[src/rtl/soml_min_selector.sv]
// soml_min_selector: decision stage of the SOML detector.
// Latches one trace per search, computes a saturated ML metric for each
// streamed constellation candidate (metric = energy - 2*Re(trace*conj(x))),
// tracks the minimum and reports the winning index/metric once per search.
//
// Ports:
//   clk, rst                   clock, synchronous active-high reset
//   start                      begin (or restart) a search, latches trace_r/trace_i
//   trace_r, trace_i           trace value, Q-format signed
//   cand_valid / cand_ready    candidate handshake
//   cand_xr, cand_xi           candidate symbol, Q-format signed
//   cand_energy                precomputed candidate energy term (signed)
//   busy                       search in progress
//   result_valid               one-cycle pulse, best_idx/best_metric updated
//   best_idx, best_metric      winning candidate index and its metric
module soml_min_selector #(
  parameter int unsigned N         = 16,
  parameter int unsigned Q         = 8,
  parameter int unsigned ACC_WIDTH = 32,
  parameter int unsigned NUM_CAND  = 16,
  parameter int unsigned IDX_W     = 4
) (
  input  logic                 clk,
  input  logic                 rst,
  input  logic                 start,
  input  logic [N-1:0]         trace_r,
  input  logic [N-1:0]         trace_i,
  input  logic                 cand_valid,
  output logic                 cand_ready,
  input  logic [N-1:0]         cand_xr,
  input  logic [N-1:0]         cand_xi,
  input  logic [ACC_WIDTH-1:0] cand_energy,
  output logic                 busy,
  output logic                 result_valid,
  output logic [IDX_W-1:0]     best_idx,
  output logic [ACC_WIDTH-1:0] best_metric
);

  localparam int unsigned CNT_W = $clog2(NUM_CAND + 1);
  localparam int unsigned PW    = 2 * N + 1;
  localparam int unsigned MW    = ACC_WIDTH + 1;

  typedef enum logic [1:0] {
    IDLE   = 2'd0,
    SEARCH = 2'd1,
    DRAIN  = 2'd2
  } state_t;

  state_t state_q, state_d;

  logic signed [N-1:0]         trace_r_q, trace_i_q;
  logic [CNT_W-1:0]            cnt_q, cnt_d;
  logic                        s1_valid_q, s1_last_q;
  logic [IDX_W-1:0]            s1_idx_q;
  logic signed [ACC_WIDTH-1:0] s1_metric_q;
  logic                        min_valid_q;
  logic [IDX_W-1:0]            min_idx_q;
  logic signed [ACC_WIDTH-1:0] min_metric_q;
  logic                        busy_q, cand_ready_q, result_valid_q;
  logic [IDX_W-1:0]            best_idx_q;
  logic [ACC_WIDTH-1:0]        best_metric_q;

  logic                        hs_c, last_hs_c, result_c, take_c;
  logic signed [2*N-1:0]       prod_r_c, prod_i_c;
  logic signed [PW-1:0]        prod_sum_c, shifted_c;
  logic signed [MW-1:0]        metric_wide_c;
  logic signed [ACC_WIDTH-1:0] metric_sat_c;
  logic signed [ACC_WIDTH-1:0] new_min_metric_c;
  logic [IDX_W-1:0]            new_min_idx_c;

  assign cand_ready   = cand_ready_q;
  assign busy         = busy_q;
  assign result_valid = result_valid_q;
  assign best_idx     = best_idx_q;
  assign best_metric  = best_metric_q;

  // Stage-1 arithmetic: full-precision dot product, rescale, saturate
  always_comb begin
    prod_r_c      = trace_r_q * $signed(cand_xr);
    prod_i_c      = trace_i_q * $signed(cand_xi);
    prod_sum_c    = PW'(prod_r_c) + PW'(prod_i_c);
    shifted_c     = prod_sum_c >>> (Q - 1);
    metric_wide_c = MW'($signed(cand_energy)) - MW'(shifted_c);
    if (metric_wide_c[MW-1] != metric_wide_c[MW-2]) begin
      metric_sat_c = metric_wide_c[MW-1] ? {1'b1, {(ACC_WIDTH-1){1'b0}}}
                                         : {1'b0, {(ACC_WIDTH-1){1'b1}}};
    end else begin
      metric_sat_c = metric_wide_c[ACC_WIDTH-1:0];
    end
  end

  // Stage-2 compare: first candidate loads unconditionally, strict less-than keeps lower index on ties
  always_comb begin
    take_c           = s1_valid_q && (!min_valid_q || (s1_metric_q < min_metric_q));
    new_min_metric_c = take_c ? s1_metric_q : min_metric_q;
    new_min_idx_c    = take_c ? s1_idx_q : min_idx_q;
  end

  // Next-state and control decode
  always_comb begin
    state_d   = state_q;
    hs_c      = cand_valid && cand_ready_q;
    last_hs_c = hs_c && (cnt_q == CNT_W'(NUM_CAND - 1));
    cnt_d     = cnt_q;
    result_c  = 1'b0;

    if (start) begin
      // Start aborts any search in flight, including one about to report
      state_d = SEARCH;
      cnt_d   = '0;
    end else begin
      if (hs_c) begin
        cnt_d = cnt_q + CNT_W'(1);
      end
      case (state_q)
        IDLE:    state_d = IDLE;
        SEARCH:  if (last_hs_c) state_d = DRAIN;
        DRAIN: begin
          result_c = s1_valid_q && s1_last_q;
          if (result_valid_q) state_d = IDLE;
        end
        default: state_d = IDLE;
      endcase
    end
  end

  // State register
  always_ff @(posedge clk) begin
    if (rst) begin
      state_q <= IDLE;
    end else begin
      state_q <= state_d;
    end
  end

  // Datapath and registered outputs
  always_ff @(posedge clk) begin
    if (rst) begin
      trace_r_q      <= '0;
      trace_i_q      <= '0;
      cnt_q          <= '0;
      s1_valid_q     <= 1'b0;
      s1_last_q      <= 1'b0;
      s1_idx_q       <= '0;
      s1_metric_q    <= '0;
      min_valid_q    <= 1'b0;
      min_idx_q      <= '0;
      min_metric_q   <= '0;
      busy_q         <= 1'b0;
      cand_ready_q   <= 1'b0;
      result_valid_q <= 1'b0;
      best_idx_q     <= '0;
      best_metric_q  <= '0;
    end else begin
      cnt_q          <= cnt_d;
      busy_q         <= (state_d != IDLE);
      cand_ready_q   <= (state_d == SEARCH) && (cnt_d < CNT_W'(NUM_CAND));
      result_valid_q <= result_c;
      if (result_c) begin
        best_idx_q    <= new_min_idx_c;
        best_metric_q <= new_min_metric_c;
      end

      if (start) begin
        trace_r_q   <= $signed(trace_r);
        trace_i_q   <= $signed(trace_i);
        s1_valid_q  <= 1'b0;
        s1_last_q   <= 1'b0;
        min_valid_q <= 1'b0;
      end else begin
        s1_valid_q <= hs_c;
        if (hs_c) begin
          s1_metric_q <= metric_sat_c;
          s1_idx_q    <= IDX_W'(cnt_q);
          s1_last_q   <= last_hs_c;
        end
        if (take_c) begin
          min_valid_q  <= 1'b1;
          min_metric_q <= new_min_metric_c;
          min_idx_q    <= new_min_idx_c;
        end
      end
    end
  end

endmodule

[config.mk]
export PLATFORM = sky130hd
export DESIGN_NAME = soml_min_selector
export DESIGN_NICKNAME = d
export VERILOG_FILES = /design/src/rtl/soml_min_selector.sv
export SDC_FILE = /design/constraint.sdc
export NUM_CORES = 2
export LEC_CHECK = 0
export ABC_CLOCK_PERIOD_IN_PS = 16400
export BUFFER_PORTS_ARGS = -buffer_cell sky130_fd_sc_hd__buf_2
export CORE_MARGIN = 2
export CORE_UTILIZATION = 65
export CTS_BUF_LIST = sky130_fd_sc_hd__clkbuf_8
export DETAILED_ROUTE_END_ITERATION = 10
export GPL_ROUTABILITY_DRIVEN = 0
export PLACE_DENSITY_LB_ADDON = 0.1
export SLEW_MARGIN = 0
export SYNTH_ARGS = -nofsm -noshare
export SYNTH_HDL_FRONTEND = slang
export SYNTH_SLANG_ARGS = --single-unit
[constraint.sdc]
create_clock -name clk -period 16.4 [get_ports clk]
set_input_delay 3.28 -clock clk [delete_from_list [all_inputs] [get_ports clk]]
set_output_delay 3.28 -clock clk [all_outputs]
set_load 0.05 [all_outputs]
### Word-level counts from Yosys, hierarchy flattened

Index checks and enable logic that the tools add are counted.

| storage, ports and cells | value |
|---|---|
| bits in registers | 153 |
| input port bits | 100 |
| output and inout bits | 39 |
| logic and storage cells | 52 |

| operators by class | value |
|---|---|
| $add $sub $neg | 3 |
| multiply operators | 2 |
| order comparisons | 2 |
| equality and inequality tests | 5 |
| multiplexer cells | 12 |
| bitwise logic cells | 1 |
| reductions and logical operators | 11 |

Operators by type and width:

| operator | count |
|---|---|
| two-way mux 32 bit | 3 |
| multiplier 16 x 16 -> 32 bit | 2 |
| adder 32 x 32 -> 33 bit | 1 |
| subtractor 32 x 26 -> 33 bit | 1 |
| less-than comparator 32 bit | 1 |
| two-way mux 5 bit | 2 |
| two-way mux 2 bit | 3 |
| adder 5 x 1 -> 5 bit (second input constant) | 1 |
| equality test 5 x 4 -> 1 bit (second input constant) | 1 |
| logical AND 1 bit | 5 |
| less-than comparator 5 bit (second input constant) | 1 |
| equality test 2 x 1 -> 1 bit (second input constant) | 2 |
| two-way mux 4 bit | 1 |
| one-hot mux 2 bit (2 select lines) | 1 |
| AND reduction 2 bit | 2 |
| equality test 2 bit (second input constant) | 1 |
| two-way mux 1 bit | 2 |
| nonzero test 2 bit | 1 |
| OR reduction 2 bit | 1 |
| zero test 1 bit | 1 |
| logical OR 1 bit | 1 |
| != test 1 bit | 1 |
| inverter 1 bit | 1 |

### Logic depth before layout (Yosys ltp)

| logic depth | value |
|---|---|
| depth in word-level cells | 7 |
| gate-level depth with buffers | 42 |
| depth with buffers taken out | 40 |

### Worst setup path after synthesis

OpenSTA, ideal clock, no wires.

| timing path | value |
|---|---|
| path type | input to register |
| start point | input cand_xr[2] |
| end point | register s1_metric_q[26] |
| setup time | 0.119 ns |
| data arrival time | 12.586 ns |
| data required time | 16.281 ns |
| slack | 3.695 ns |
| stages | 39 |
| path buffers | 2 |
| cells stage by stage | clkbuf_1 nand2_1 fa_1 inv_1 fa_1 inv_1 fa_1 fa_1 inv_1 fa_1 fa_1 inv_1 fa_1 fa_1 inv_1 ha_1 and4_1 a32oi_1 (+3 left out) nor3_1 nor2b_1 o21ai_0 nand2b_1 xnor2_1 ha_1 o21a_1 o21ai_0 nand2b_1 a311o_1 or3_1 o2111ai_1 nand2_1 nor3_1 o21a_1 buf_2 o31ai_1 o221a_1 |

| on the way | value |
|---|---|
| cells in the longest elaborated chain, start to end | 5 |
| elaborated cells on any way between the ends | 6 |
| those cells by class | add/sub: 2; mul: 1; eq/ne: 1; mux: 2 |

Ends and longest elaborated chain:

| what | line | text |
|---|---|---|
| from (decl) | 30 | `input logic [N-1:0] cand_xr,` |
| multiplier 16 x 16 -> 32 bit (*) | 79 | `prod_r_c = trace_r_q * $signed(cand_xr);` |
| adder 32 x 32 -> 33 bit (*) | 81 | `prod_sum_c = PW'(prod_r_c) + PW'(prod_i_c);` |
| subtractor 32 x 26 -> 33 bit (*) | 83 | `metric_wide_c = MW'($signed(cand_energy)) - MW'(shifted_c);` |
| two-way mux 32 bit / != test 1 bit (equally long branches) | 85, 84 |  |
| two-way mux 32 bit (*) | 84 | `if (metric_wide_c[MW-1] != metric_wide_c[MW-2]) begin` |
| to (signal assigned) | 173 | `s1_metric_q <= metric_sat_c;` |
| to (decl) | 55 | `logic signed [ACC_WIDTH-1:0] s1_metric_q;` |

Every way passes the cells marked *; elsewhere a longest branch is shown, timed or not.
A chain may end at the register's enable or synchronous reset.

### Final worst setup path

| timing path | value |
|---|---|
| start point | input cand_xr[2] |
| end point | register s1_metric_q[0] |

Same word-level chain as after synthesis.

==> results.json <==
{
  "root_buffer": "clkbuf_8",
  "syn_inst": 3003,
  "r2r-start": "trace_r_q[8]",
  "post_drt_wl_per_cell_um": 18.59,
  "clock.fmax_mhz": 71.71,
  "grt_pass1_vias": 21885,
  "initial_core_util_pct": 66.24,
  "portBuffers": 138,
  "cts-hold-fix-buffers": 0,
  "yosysUniqueCellTypes": 67,
  "die_w_um": 211.2,
  "insertion_delay_ns": 0.56,
  "cap_viol_max_count": 0,
  "endpoint_kind": "flip-flop",
  "syn_area_um2": 27910,
  "criticalPathCategory": "in -> reg",
  "cp_common_cell": "fa_1",
  "grt_first_pass_wirelength_um": 111400,
  "die-area_um2": 44610,
  "postRouteAntennaNets": 0,
  "setup_viol": 0,
  "grt_max_degree": 88,
  "finalNetCount": 3931,
  "core_um2": 42130,
  "clk_pin_slew_ns": 0.10,
  "syn_avg_cell_area_um2": 9.294,
  "worst_slew_pin_slew_ns": 1.107,
  "status": "finished, final reports clean",
  "multi_input_area_um2": 21860,
  "finalCritPeriodShare_pct": 85.04,
  "h-tree-depth": 4,
  "period_needed_ns": 13.95,
  "crit_start": "cand_xr[2]",
  "synth_seq_cells": 153,
  "routed_wl_um": 66820,
  "ios": 139,
  "drive_gt1_share_pct": 8.183,
  "hold_viol_final": 0,
  "slew_violations": 0,
  "globalRouteTotalUtil_pct": 32.01,
  "ctsResizeCount": 0,
  "ys_seq_area_share_pct": 10.97,
  "n_antenna_cell": 0,
  "skew_ns": 0.03321,
  "synth_flop_cell": "dfxtp_1",
  "cp.arrival_ns": 14.36,
  "fill_cells": 3293,
  "die_h_um": 211.2,
  "utilization_pct": 69.54,
  "area_growth_pct": 4.976,
  "synthArstFlopShare_pct": 0,
  "cp_slowest_stage_delay_ns": 0.82,
  "drtIter0Drc": 1508,
  "globalRoute.totalOverflow": 0,
  "post-cts-setup-buffer-count": 0,
  "min_from": "s1_last_q",
  "drc": 0,
  "firstDrtPassIters": 5,
  "cts_max_path_buffers": 2,
  "syn_nets": 3892,
  "regArea_um2": 3063,
  "viasPerCell": 5.659,
  "synth_edf_count": 0,
  "rsz0062_at_grt": "false",
  "path_max_fanout": 25,
  "cp.required_ns": 16.81,
  "antenna_found_initial": 3,
  "cts_sinks": 153,
  "fp-row-count": 75,
  "yosys_warnings": 0,
  "cts_tree": "yes",
  "cts_buffers": 17,
  "min_path_type": "reg -> reg",
  "startpoint_type": "input pin",
  "route.vias.total": 20338,
  "dp_hpwl_um": 56190,
  "critPathSlowestCell": "o21a_1",
  "relSlewSlack_pct": 26.19,
  "final.setup.tns_ns": 0
}
## cells by family after synthesis
| family | after synthesis | share of synthesized area, % |
|---|---|---|
| fa+ha+maj | 816 | 52.17 |
| buf+inv | 794 | 10.78 |
| simple gates | 760 | 13.59 |
| compound gates | 375 | 8.975 |
| flops | 153 | 10.97 |
| xor+xnor | 72 | 2.336 |
| mux | 33 | 1.183 |
## metrics by stage
step / hold WS (ns) / cells / worst slack, ns / area (µm²)
after floorplan: 0.4319 / 3003 / 3.695 / 27910
after global placement: 0.4411 / 3562 / 2.125 / 28870
after detailed placement: 0.4499 / 3562 / 1.960 / 28870
after CTS: 0.4634 / 3594 / 2.560 / 29300
after global routing: 0.4994 / 3594 / 1.805 / 29300
final: 0.4633 / 3594 / 2.454 / 29300
## routing by layer
metal	part of all wire (%)	track usage [%]
met1	42	42.07
met2	48	53.18
met3	7.0	6.809
met4	2.7	10.61
met5	0.034	0
## flip-flops by register name, indices dropped and copies added, names as in the netlist
| name | flops |
|---|---|
| best_idx | 4 |
| best_metric | 32 |
| busy | 1 |
| cand_ready | 1 |
| cnt_q | 5 |
| min_idx_q | 4 |
| min_metric_q | 32 |
| min_valid_q | 1 |
| result_valid | 1 |
| s1_idx_q | 4 |
| s1_last_q | 1 |
| s1_metric_q | 32 |
| s1_valid_q | 1 |
| state_q | 2 |
| trace_i_q | 16 |
| trace_r_q | 16 |
## worst max-delay path, delay by kind of cell
| kind | cells | cell delay, ns |
|---|---|---|
| AO/OA/AOI/OAI | 11 | 3.31 |
| XOR/XNOR | 1 | 0.13 |
| adder cells (fa/ha/maj) | 11 | 4.98 |
| buffers and inverters | 7 | 0.80 |
| AND/OR/NAND/NOR | 9 | 1.87 |
## Yosys cell counts (all sizes together) (4+ instances only)
library cell    n  share of area (%)
inv           664                8.9
fa            584                 42
nand2         269                3.6
and2          261                5.9
ha            205                9.2
dfxtp         153                 11
o21ai         122                2.2
clkbuf        116                1.6
nor2           98                1.3
a21oi          82                1.8
nand3          47               0.84
a31oi          44               0.99
a32o           37                1.3
xnor2          36                1.2
xor2           35                1.1
mux2i          33                1.2
a21o           32               0.86
maj3           27                1.1
nand2b         20               0.45
nand4          14               0.31
nor2b          14               0.31
buf            13               0.27
nor3           10               0.18
o21a            8               0.22
a211oi          7               0.21
o211ai          6               0.16
or3             6               0.13
and3            5               0.11
or2             5               0.11
o211a           4               0.14
o31ai           4               0.11
o41ai           4               0.15
## area by class of cell
cell class	instances	area share, %
Tap cell	539	2.302
Clock inverter	15	0.6790
Multi-Input combinational cell	2056	74.61
Timing Repair Buffer	149	2.639
Inverter	665	8.519
Clock buffer	17	0.7986
Sequential cell	153	10.45
## cell usage in the layout, fill, tap and decap left out, drive strengths merged, types with 5 or more instances in the layout
| master | Yosys | layout |
|---|---|---|
| inv | 664 | 672 |
| fa | 584 | 584 |
| nand2 | 269 | 269 |
| and2 | 261 | 261 |
| ha | 205 | 205 |
| dfxtp | 153 | 153 |
| buf | 13 | 149 |
| o21ai | 122 | 122 |
| nor2 | 98 | 98 |
| a21oi | 82 | 82 |
| nand3 | 47 | 47 |
| a31oi | 44 | 44 |
| a32o | 37 | 37 |
| xnor2 | 36 | 36 |
| xor2 | 35 | 35 |
| mux2i | 33 | 33 |
| a21o | 32 | 32 |
| maj3 | 27 | 27 |
| nand2b | 20 | 20 |
| clkbuf | 116 | 17 |
| nand4 | 14 | 14 |
| nor2b | 14 | 14 |
| nor3 | 10 | 10 |
| o21a | 8 | 8 |
| a211oi | 7 | 7 |
| o211ai | 6 | 6 |
| or3 | 6 | 6 |
| and3 | 5 | 5 |
| or2 | 5 | 5 |
## worst paths after layout
check	to	slack, ns	depth (start not counted)
setup / recovery	s1_metric_q[0]	2.45	39
hold / removal	s1_last_q	0.46	2
hold reg to reg	s1_last_q	0.46	2
setup reg to reg	s1_metric_q[0]	4.53	38
Power is not shown: default switching activity piles up to over one toggle a cycle in this logic, so the estimate is an artifact.
